## src/rtl/cpu_pkg.sv

```systemverilog
// Shared encodings for simple_cpu and its instruction sequencer.
// The instruction class is carried in the top two bits of every instruction word.
package cpu_pkg;

  localparam int INSTR_WIDTH = 20;

  typedef enum logic [1:0] {
    CLS_NOP   = 2'b00,
    CLS_ALU   = 2'b01,
    CLS_LOAD  = 2'b10,
    CLS_STORE = 2'b11
  } instr_class_t;

  typedef enum logic [1:0] {
    SEQ_IDLE = 2'b00,
    SEQ_RUN  = 2'b01,
    SEQ_DONE = 2'b10
  } seq_state_t;

endpackage

```

## src/rtl/instr_store.sv

```systemverilog
// Program store: one synchronous write port and one combinational read port.
module instr_store #(
  parameter int WIDTH      = 20,
  parameter int ADDR_BITS  = 5
) (
  input  logic                 clk,
  input  logic                 we,
  input  logic [ADDR_BITS-1:0] waddr,
  input  logic [WIDTH-1:0]     wdata,
  input  logic [ADDR_BITS-1:0] raddr,
  output logic [WIDTH-1:0]     rdata
);

  logic [WIDTH-1:0] mem [2**ADDR_BITS];

  // NOTE: the array has no reset on purpose; resetting it would turn it into
  // flops with a reset mux on every bit, and a loaded program must survive rst_n.
  always_ff @(posedge clk) begin
    if (we) mem[waddr] <= wdata;
  end

  assign rdata = mem[raddr];

endmodule

```

## src/rtl/instr_sequencer.sv

```systemverilog
// Instruction-issue front end: presents program-store words to simple_cpu,
// each held for a number of cycles that depends on its instruction class.
module instr_sequencer #(
  parameter int INSTR_WIDTH    = cpu_pkg::INSTR_WIDTH,
  parameter int PROG_ADDR_BITS = 5,
  parameter int ALU_CYCLES     = 3,
  parameter int STORE_CYCLES   = 3,
  parameter int LOAD_CYCLES    = 4
) (
  input  logic                      clk,
  input  logic                      rst_n,
  input  logic                      prog_we,
  input  logic [PROG_ADDR_BITS-1:0] prog_addr,
  input  logic [INSTR_WIDTH-1:0]    prog_data,
  input  logic [PROG_ADDR_BITS:0]   prog_len,
  input  logic                      start,
  input  logic                      halt,
  output logic [INSTR_WIDTH-1:0]    instruction,
  output logic [PROG_ADDR_BITS-1:0] pc,
  output logic                      busy,
  output logic                      done
);

  import cpu_pkg::*;

  localparam int MAX_A    = (ALU_CYCLES > STORE_CYCLES) ? ALU_CYCLES : STORE_CYCLES;
  localparam int MAX_HOLD = (MAX_A > LOAD_CYCLES) ? MAX_A : LOAD_CYCLES;
  localparam int CNT_W    = (MAX_HOLD > 2) ? $clog2(MAX_HOLD) : 1;
  localparam logic [PROG_ADDR_BITS:0] DEPTH = (PROG_ADDR_BITS+1)'(2**PROG_ADDR_BITS);

  seq_state_t                state_q, state_d;
  logic [PROG_ADDR_BITS-1:0] pc_d;
  logic [PROG_ADDR_BITS:0]   len_q, len_d, len_sat, pc_inc;
  logic [CNT_W-1:0]          cnt_q, cnt_d;
  logic [INSTR_WIDTH-1:0]    instr_d, rd_data;
  logic [PROG_ADDR_BITS-1:0] rd_addr;
  logic                      store_we;

  // Remaining hold edges after the one that loads the instruction.
  function automatic logic [CNT_W-1:0] hold_m1(input logic [1:0] cls);
    case (instr_class_t'(cls))
      CLS_ALU:   return CNT_W'(ALU_CYCLES - 1);
      CLS_STORE: return CNT_W'(STORE_CYCLES - 1);
      CLS_LOAD:  return CNT_W'(LOAD_CYCLES - 1);
      default:   return '0;
    endcase
  endfunction

  assign len_sat  = (prog_len > DEPTH) ? DEPTH : prog_len;
  assign pc_inc   = {1'b0, pc} + (PROG_ADDR_BITS+1)'(1);
  assign rd_addr  = (state_q == SEQ_RUN) ? pc_inc[PROG_ADDR_BITS-1:0] : '0;
  assign store_we = prog_we && (state_q != SEQ_RUN);

  instr_store #(
    .WIDTH     (INSTR_WIDTH),
    .ADDR_BITS (PROG_ADDR_BITS)
  ) u_store (
    .clk   (clk),
    .we    (store_we),
    .waddr (prog_addr),
    .wdata (prog_data),
    .raddr (rd_addr),
    .rdata (rd_data)
  );

  // NOTE: every variable gets its hold value first so no path through the
  // case statement can leave one unassigned and infer a latch.
  always_comb begin
    state_d = state_q;
    pc_d    = pc;
    cnt_d   = cnt_q;
    len_d   = len_q;
    instr_d = instruction;
    if (halt) begin
      state_d = SEQ_IDLE;
      pc_d    = '0;
      cnt_d   = '0;
      instr_d = '0;
    end else begin
      case (state_q)
        SEQ_RUN: begin
          if (cnt_q != '0) begin
            cnt_d = cnt_q - CNT_W'(1);
          end else if (pc_inc < len_q) begin
            pc_d    = pc_inc[PROG_ADDR_BITS-1:0];
            instr_d = rd_data;
            cnt_d   = hold_m1(rd_data[INSTR_WIDTH-1 -: 2]);
          end else begin
            state_d = SEQ_DONE;
            instr_d = '0;
          end
        end
        default: begin
          if (start) begin
            pc_d  = '0;
            len_d = len_sat;
            if (len_sat != '0) begin
              state_d = SEQ_RUN;
              instr_d = rd_data;
              cnt_d   = hold_m1(rd_data[INSTR_WIDTH-1 -: 2]);
            end else begin
              state_d = SEQ_DONE;
              instr_d = '0;
              cnt_d   = '0;
            end
          end
        end
      endcase
    end
  end

  // NOTE: sequential state uses non-blocking assignments so every register
  // samples the pre-edge values regardless of statement order.
  always_ff @(posedge clk or negedge rst_n) begin
    if (!rst_n) begin
      state_q     <= SEQ_IDLE;
      pc          <= '0;
      cnt_q       <= '0;
      len_q       <= '0;
      instruction <= '0;
    end else begin
      state_q     <= state_d;
      pc          <= pc_d;
      cnt_q       <= cnt_d;
      len_q       <= len_d;
      instruction <= instr_d;
    end
  end

  assign busy = (state_q == SEQ_RUN);
  assign done = (state_q == SEQ_DONE);

endmodule
```

## config.mk

```make
export PLATFORM = sky130hd
export DESIGN_NAME = instr_sequencer
export DESIGN_NICKNAME = d
export VERILOG_FILES = /design/src/rtl/cpu_pkg.sv /design/src/rtl/instr_store.sv /design/src/rtl/instr_sequencer.sv
export SDC_FILE = /design/constraint.sdc
export NUM_CORES = 1
export LEC_CHECK = 0
export ABC_AREA = 1
export CORE_ASPECT_RATIO = 1.5
export CORE_UTILIZATION = 33
export DETAILED_ROUTE_END_ITERATION = 16
export PLACE_DENSITY_LB_ADDON = 0.3
export SETUP_SLACK_MARGIN = 0.2
export SLEW_MARGIN = 25
export SYNTH_ARGS = -nofsm -noshare
export SYNTH_HDL_FRONTEND = slang
export SYNTH_SLANG_ARGS = --single-unit
```

## constraint.sdc

```tcl
create_clock -name clk -period 4.4 [get_ports clk]
set_input_delay 0.66 -clock clk [delete_from_list [all_inputs] [get_ports clk]]
set_output_delay 0.66 -clock clk [all_outputs]
set_load 0.01 [all_outputs]
```

==> results.sh <==
export IMPL_drt_total_wl_um=78200
export IMPL_synth_top_cell_by_area="edfxtp_1"
export IMPL_drive_above_1_share=0.0861
export IMPL_cts_tree="done"
export IMPL_antenna_found_initial=0
export IMPL_root_buffer="clkbuf_16"
export IMPL_fp_row_count=129
export IMPL_drt_iter0_markers=1532
export IMPL_grt_max_degree=177
export IMPL_io_pin_count=63
export IMPL_clkTransAtPathRegs_ps=70
export IMPL_grt_util_all_layers=0.182
export IMPL_powerDensity_mw_per_mm2=566
export IMPL_timing_final_crit_share=0.730
export IMPL_start_util=0.334
export IMPL_fin_crit_ps=3210
export IMPL_worstSetupEndpointType="register"
export IMPL_busiest_layer="met2"
export IMPL_cp_required_ps=4960
export IMPL_holdBufCountCts=0
export IMPL_maxCapViolations=0
export IMPL_die_area_mm2=0.0848
export IMPL_clock_sinks=675
export IMPL_die_h_um=356
export IMPL_fmax_mhz=311
export IMPL_p_leak_nw=11.5
export IMPL_via_per_inst=5.07
export IMPL_core_mm2=0.0826
export IMPL_relSlewSlack=0.303
export IMPL_ir_worst_vdd_mv=0.355
export IMPL_maxSlewViolCount=0
export IMPL_rsz0062_at_grt="false"
export IMPL_cts_resized_gates=0
export IMPL_insertion_delay_ps=630
export IMPL_numPortBuffers=62
export IMPL_totalPowerFinal_w=0.0179
export IMPL_cp_arrival_ps=3780
export IMPL_yosysTopAreaCellShare=0.696
export IMPL_hold_class="in -> async"
export IMPL_routedWlPerCell_um=21.8
export IMPL_grt_pass1_wl_um=115000
export IMPL_post_dp_hpwl_um=45400
export IMPL_setup_tns_ps=0
export IMPL_path_max_fanout=67
export IMPL_clockBufferDepth=3
export IMPL_drcViolationCount=0
export IMPL_status="complete, no violations"
export IMPL_grtUsageMet3=0.0193
export IMPL_worstSetupStartpointType="register"
export IMPL_diodes=0
export IMPL_worstMarginPinSlew_ps=1040
export IMPL_synth_nets=2407
export IMPL_cts_buffers=60
export IMPL_firstDrtPassIters=7
export IMPL_use_met2=0.323
export IMPL_areaGrowthSynthToFinish_pct=14.6
export IMPL_syn_area_mm2=0.0276
export IMPL_syn_avg_cell_area_um2=11.7
export IMPL_syn_instance_count=2365
export IMPL_yosys_register_bits=675
export IMPL_yosys_top_cells_area="edfxtp_1, nand2_1, nand3_1"
export IMPL_ys_warnings_count=0
export IMPL_yosysSeqAreaShare=0.728
export IMPL_via_count=18200
export IMPL_clock_skew_ps=23.8
export IMPL_synth_distinct_cells=27
export IMPL_post_cts_buffers=0
export IMPL_met1_usage=0.227
export IMPL_grt_overflow=0
export IMPL_die_w_um=238
export IMPL_postRouteAntennaNets=0
export IMPL_path_class="reg -> reg"
export IMPL_setup_viol=0
export IMPL_hold_violations=0
export IMPL_grt_pass1_vias=17800
export IMPL_cts_htree_levels=2
export IMPL_fillers=8038
export IMPL_finalNetCount=2468
export IMPL_gp_congestion=0.887
==> worst max-delay path, cell delays in order, from the launching register on <==
cell      delay [ps]
dfrtp_1          510
clkinv_2         140
nand3_4          550
buf_4            360
buf_4            590
nand2_1          110
nand3_1          140
nand3_1          150
nand3_1          140
nand2_1           70
nand2_1          120
nand4_1          110
nand2_1           90
==> sequential cells by signal (all words and copies together), names as in the netlist <==
name         cells
u_store.mem    640
instruction     20
len_q            6
pc               5
cnt_q            2
state_q          2
==> stage by stage <==
| stage | cells | hold slack [ps] | util | setup WS, ps | instance area (µm²) |
|---|---|---|---|---|---|
| finish | 3588 | 47.4 | 0.383 | 1190 | 31600 |
| global route | 3588 | 82.6 | 0.383 | 980 | 31600 |
| CTS | 3588 | 40.4 | 0.382 | 1210 | 31600 |
| detailed placement | 3477 | 484 | 0.359 | 1160 | 29600 |
| global placement | 3477 | 488 | 0.359 | 1220 | 29600 |
| floorplan | 2365 | 364 | - | 2010 | 27600 |
==> cell usage after synthesis <==
cell      instances
buf_1            11
nor2_4            4
buf_4            23
nand3_1         558
o21ai_2           1
nand2_1         766
edfxtp_1        640
nand2_2           2
a21oi_1           9
nand3_2           2
nor2_1           82
o21ai_1           5
buf_6             5
buf_2            74
o221ai_1          1
a211oi_1          2
a21oi_2           1
o31ai_1           2
o21ai_0          26
inv_2             5
inv_1            57
nor3_1            1
ha_1              6
clkbuf_1         24
xor2_1            1
dfrtp_1          35
nand4_1          22
==> path summary, 6_finish.rpt <==
| kind | cells past startpoint | slack (ps) | startpoint | to |
|---|---|---|---|---|
| min in group clk | 2 | 490 | len_q[0] | len_q[0] |
| max in group asynchronous | 1 | 3920 | rst_n | instruction[9] |
| worst max-delay path | 12 | 1190 | pc[0] | instruction[2] |
| worst min-delay path | 1 | 50 | rst_n | instruction[18] |
| worst min register to register | 2 | 490 | len_q[0] | len_q[0] |
| worst max register to register | 12 | 1190 | pc[0] | instruction[2] |
==> placed cells by master (no fill, tap or decap), types with 2 or more instances in the layout <==
cell type / n
nor2_2: 28
o31ai_1: 2
nand2_1: 766
a211oi_1: 2
nor2_4: 9
buf_12: 9
buf_2: 2
bufinv_16: 6
inv_1: 56
nand3_4: 2
nand3_1: 558
clkdlybuf4s50_1: 59
dfrtp_1: 35
edfxtp_1: 640
ha_1: 6
a21oi_1: 9
inv_2: 2
o21ai_1: 5
inv_4: 2
clkbuf_16: 62
buf_4: 66
nand4_1: 22
clkbuf_1: 7
nor2_1: 49
o21ai_0: 26
clkinvlp_4: 4
clkinv_2: 14
clkinv_1: 17
==> power breakdown <==
part           internal (W)  switching [W]  leakage [nW]
Sequential          0.00723       0.000264          6.22
Clock               0.00292        0.00237         0.949
Combinational       0.00154        0.00358          4.37
Total                0.0117        0.00622          11.5
==> layer usage <==
layer	wire length [µm]	vias to the layer above	share of wire
li1	-	8413	-
met1	31600	9042	0.40
met2	39900	593	0.51
met3	3810	134	0.049
met4	2960	0	0.038
met5	0	-	0
==> cell type report <==
type	count	area, µm²	share of cell area
timing repair buffer	136	1280	0.0404
tap	1113	1390	0.0440
sequential	675	20100	0.636
inverter	62	240	0.00760
clock inverter	42	370	0.0117
multi-input combinational	1491	6660	0.211
clock buffer	69	1580	0.0499
==> logic make-up (layout without fill, tap and decap cells) <==
| logic type | count (synthesis) | count (layout) | synth area share |
|---|---|---|---|
| compound gates | 47 | 47 | 0.00929 |
| xor+xnor | 1 | 1 | 0.000317 |
| fa+ha+maj | 6 | 6 | 0.00272 |
| buf+inv | 199 | 309 | 0.0349 |
| flops | 675 | 675 | 0.728 |
| simple gates | 1437 | 1437 | 0.225 |
(Power assumes the default switching activity.)
==> edit, RTL diff (same settings) <==
Set the parameter `STORE_CYCLES` to 6 (it was 3).
--- a/src/rtl/instr_sequencer.sv
+++ b/src/rtl/instr_sequencer.sv
@@ -4,7 +4,7 @@
   parameter int INSTR_WIDTH    = cpu_pkg::INSTR_WIDTH,
   parameter int PROG_ADDR_BITS = 5,
   parameter int ALU_CYCLES     = 3,
-  parameter int STORE_CYCLES   = 3,
+  parameter int STORE_CYCLES   = 6,
   parameter int LOAD_CYCLES    = 4
 ) (
   input  logic                      clk,
Check against the original RTL: not settled (the Yosys comparison gave no result); the edit may change what the design does.
==> edit against the unedited design <==
- synthesized cell count up 1.7%
- routed wire length up 8.7%
- first-iteration DRC count up 24%
- setup slack worse by 0.16 ns
- total power down 0.39%
- global-route usage up 1.7 points
- critical path depth up 1
- sequential power down 2%
- synthesized area up 0.83%
- utilization down 0.40 points
- sequential cell count up 1
- cell area about the same
- largest cell class unchanged
- largest power group unchanged
- highest routed layer is now met5
==> edit: results (changes against the unedited design) <==
<table>
<tr><th>Metric</th><th>Value</th></tr>
<tr><th colspan="2">Cells and area</th></tr>
<tr><td>Fraction of layout instances using a drive strength above 1</td><td>0.0908 (+0.00474)</td></tr>
<tr><td>Net total in the final layout</td><td>2509 (+1.7%)</td></tr>
<tr><th colspan="2">Logic synthesis</th></tr>
<tr><td>Parity-gate share of the synthesized area counting xor and xnor cells</td><td>0.000585 (+0.000267)</td></tr>
<tr><td>Sequential share of the synthesized area</td><td>0.723 (-0.00509)</td></tr>
<tr><td>Unique masters post-synth</td><td>33 (+22%)</td></tr>
<tr><td>Synth Area in Compound Gates</td><td>0.00859 (-0.000706)</td></tr>
<tr><td>Adder and majority gate portion of the synthesized area</td><td>0.00540 (+0.00268)</td></tr>
<tr><th colspan="2">Status</th></tr>
<tr><td>Run status</td><td>finished clean</td></tr>
<tr><th colspan="2">Setup path</th></tr>
<tr><td>Crit path max-delay cell type</td><td>sky130_fd_sc_hd__dfrtp_1</td></tr>
<tr><td>Endpoint arrival time on the critical path</td><td>3.87 ns (+0.09 ns)</td></tr>
<tr><td>Max incr delay on CP</td><td>0.74 ns (+0.15 ns)</td></tr>
<tr><td>Cell count of the worst reg-to-reg path</td><td>13 (+1)</td></tr>
<tr><td>Maximum fanout along the worst path</td><td>17 (-75%)</td></tr>
<tr><th colspan="2">Power</th></tr>
<tr><td>Sequential group share of total power</td><td>0.412 (-0.006)</td></tr>
<tr><td>Power in combinational cells</td><td>5270 µW (+3%)</td></tr>
<tr><td>Internal power of the cells</td><td>11500 µW (-2.0%)</td></tr>
<tr><td>Peak supply drop</td><td>0.308 mV (-13%)</td></tr>
<tr><th colspan="2">GRT</th></tr>
<tr><td>GRT Resource Usage Total</td><td>0.199 (+0.0166)</td></tr>
<tr><td>Met2 Resource Use GR</td><td>0.358 (+0.0352)</td></tr>
<tr><td>Wire length of the first global-routing pass</td><td>124 mm (+7.4%)</td></tr>
<tr><td>Met3 usage in global routing</td><td>0.0267 (+0.00737)</td></tr>
<tr><td>Largest net degree at the start of global routing</td><td>162 (-8.5%)</td></tr>
<tr><td>Global-route met1 utilization</td><td>0.234 (+0.00660)</td></tr>
<tr><th colspan="2">Placed design</th></tr>
<tr><td>Dpl cells</td><td>3522 (+1.3%)</td></tr>
<tr><td>Post-place setup slack</td><td>1.07 ns (-0.0828 ns)</td></tr>
<tr><td>Placed Instance Area</td><td>29700 µm² (+0.32%)</td></tr>
<tr><th colspan="2">Drt</th></tr>
<tr><td>Routed wirelength normalized by instance count</td><td>23.4 µm (+7.3%)</td></tr>
<tr><td>First-pass iteration count of the detailed router</td><td>9 (+2)</td></tr>
<tr><td>DRT Wirelength</td><td>85.0 mm (+8.7%)</td></tr>
<tr><td>Total number of vias</td><td>18700 (+3.0%)</td></tr>
<tr><th colspan="2">Timing</th></tr>
<tr><td>Worst clock skew</td><td>0.0234 ns (-0.000407 ns)</td></tr>
</table>
==> edit: cells by family after synthesis <==
| logic type | after synthesis |
|---|---|
| fa+ha+maj | 12 |
| simple gates | 1464 |
| xor+xnor | 1 |
| compound gates | 43 |
| flops | 676 |
| buf+inv | 210 |
==> edit: layout make-up <==
type                       count  area (µm²)
tap                         1122        1400
clock buffer                  71        1520
clock inverter                40         383
timing repair buffer         135        1120
fill                        8081       52000
multi-input combinational   1520        6830
inverter                      69         269
sequential                   676       20100
==> edit: worst paths after layout <==
kind | from | end | slack (ns)
max | state_q[0] | cnt_q[0] | 1.03
min | rst_n | len_q[2] | 0.11
max reg2reg | state_q[0] | cnt_q[0] | 1.03
min reg2reg | instruction[2] | instruction[2] | 0.48
max in group asynchronous | rst_n | instruction[11] | 3.87
min in group clk | instruction[2] | instruction[2] | 0.48
==> edit: metal layers <==
metal	part of all wire	up-vias
li1	-	8504
met1	0.38	9321
met2	0.52	727
met3	0.056	167
met4	0.048	2
met5	0.00014	-
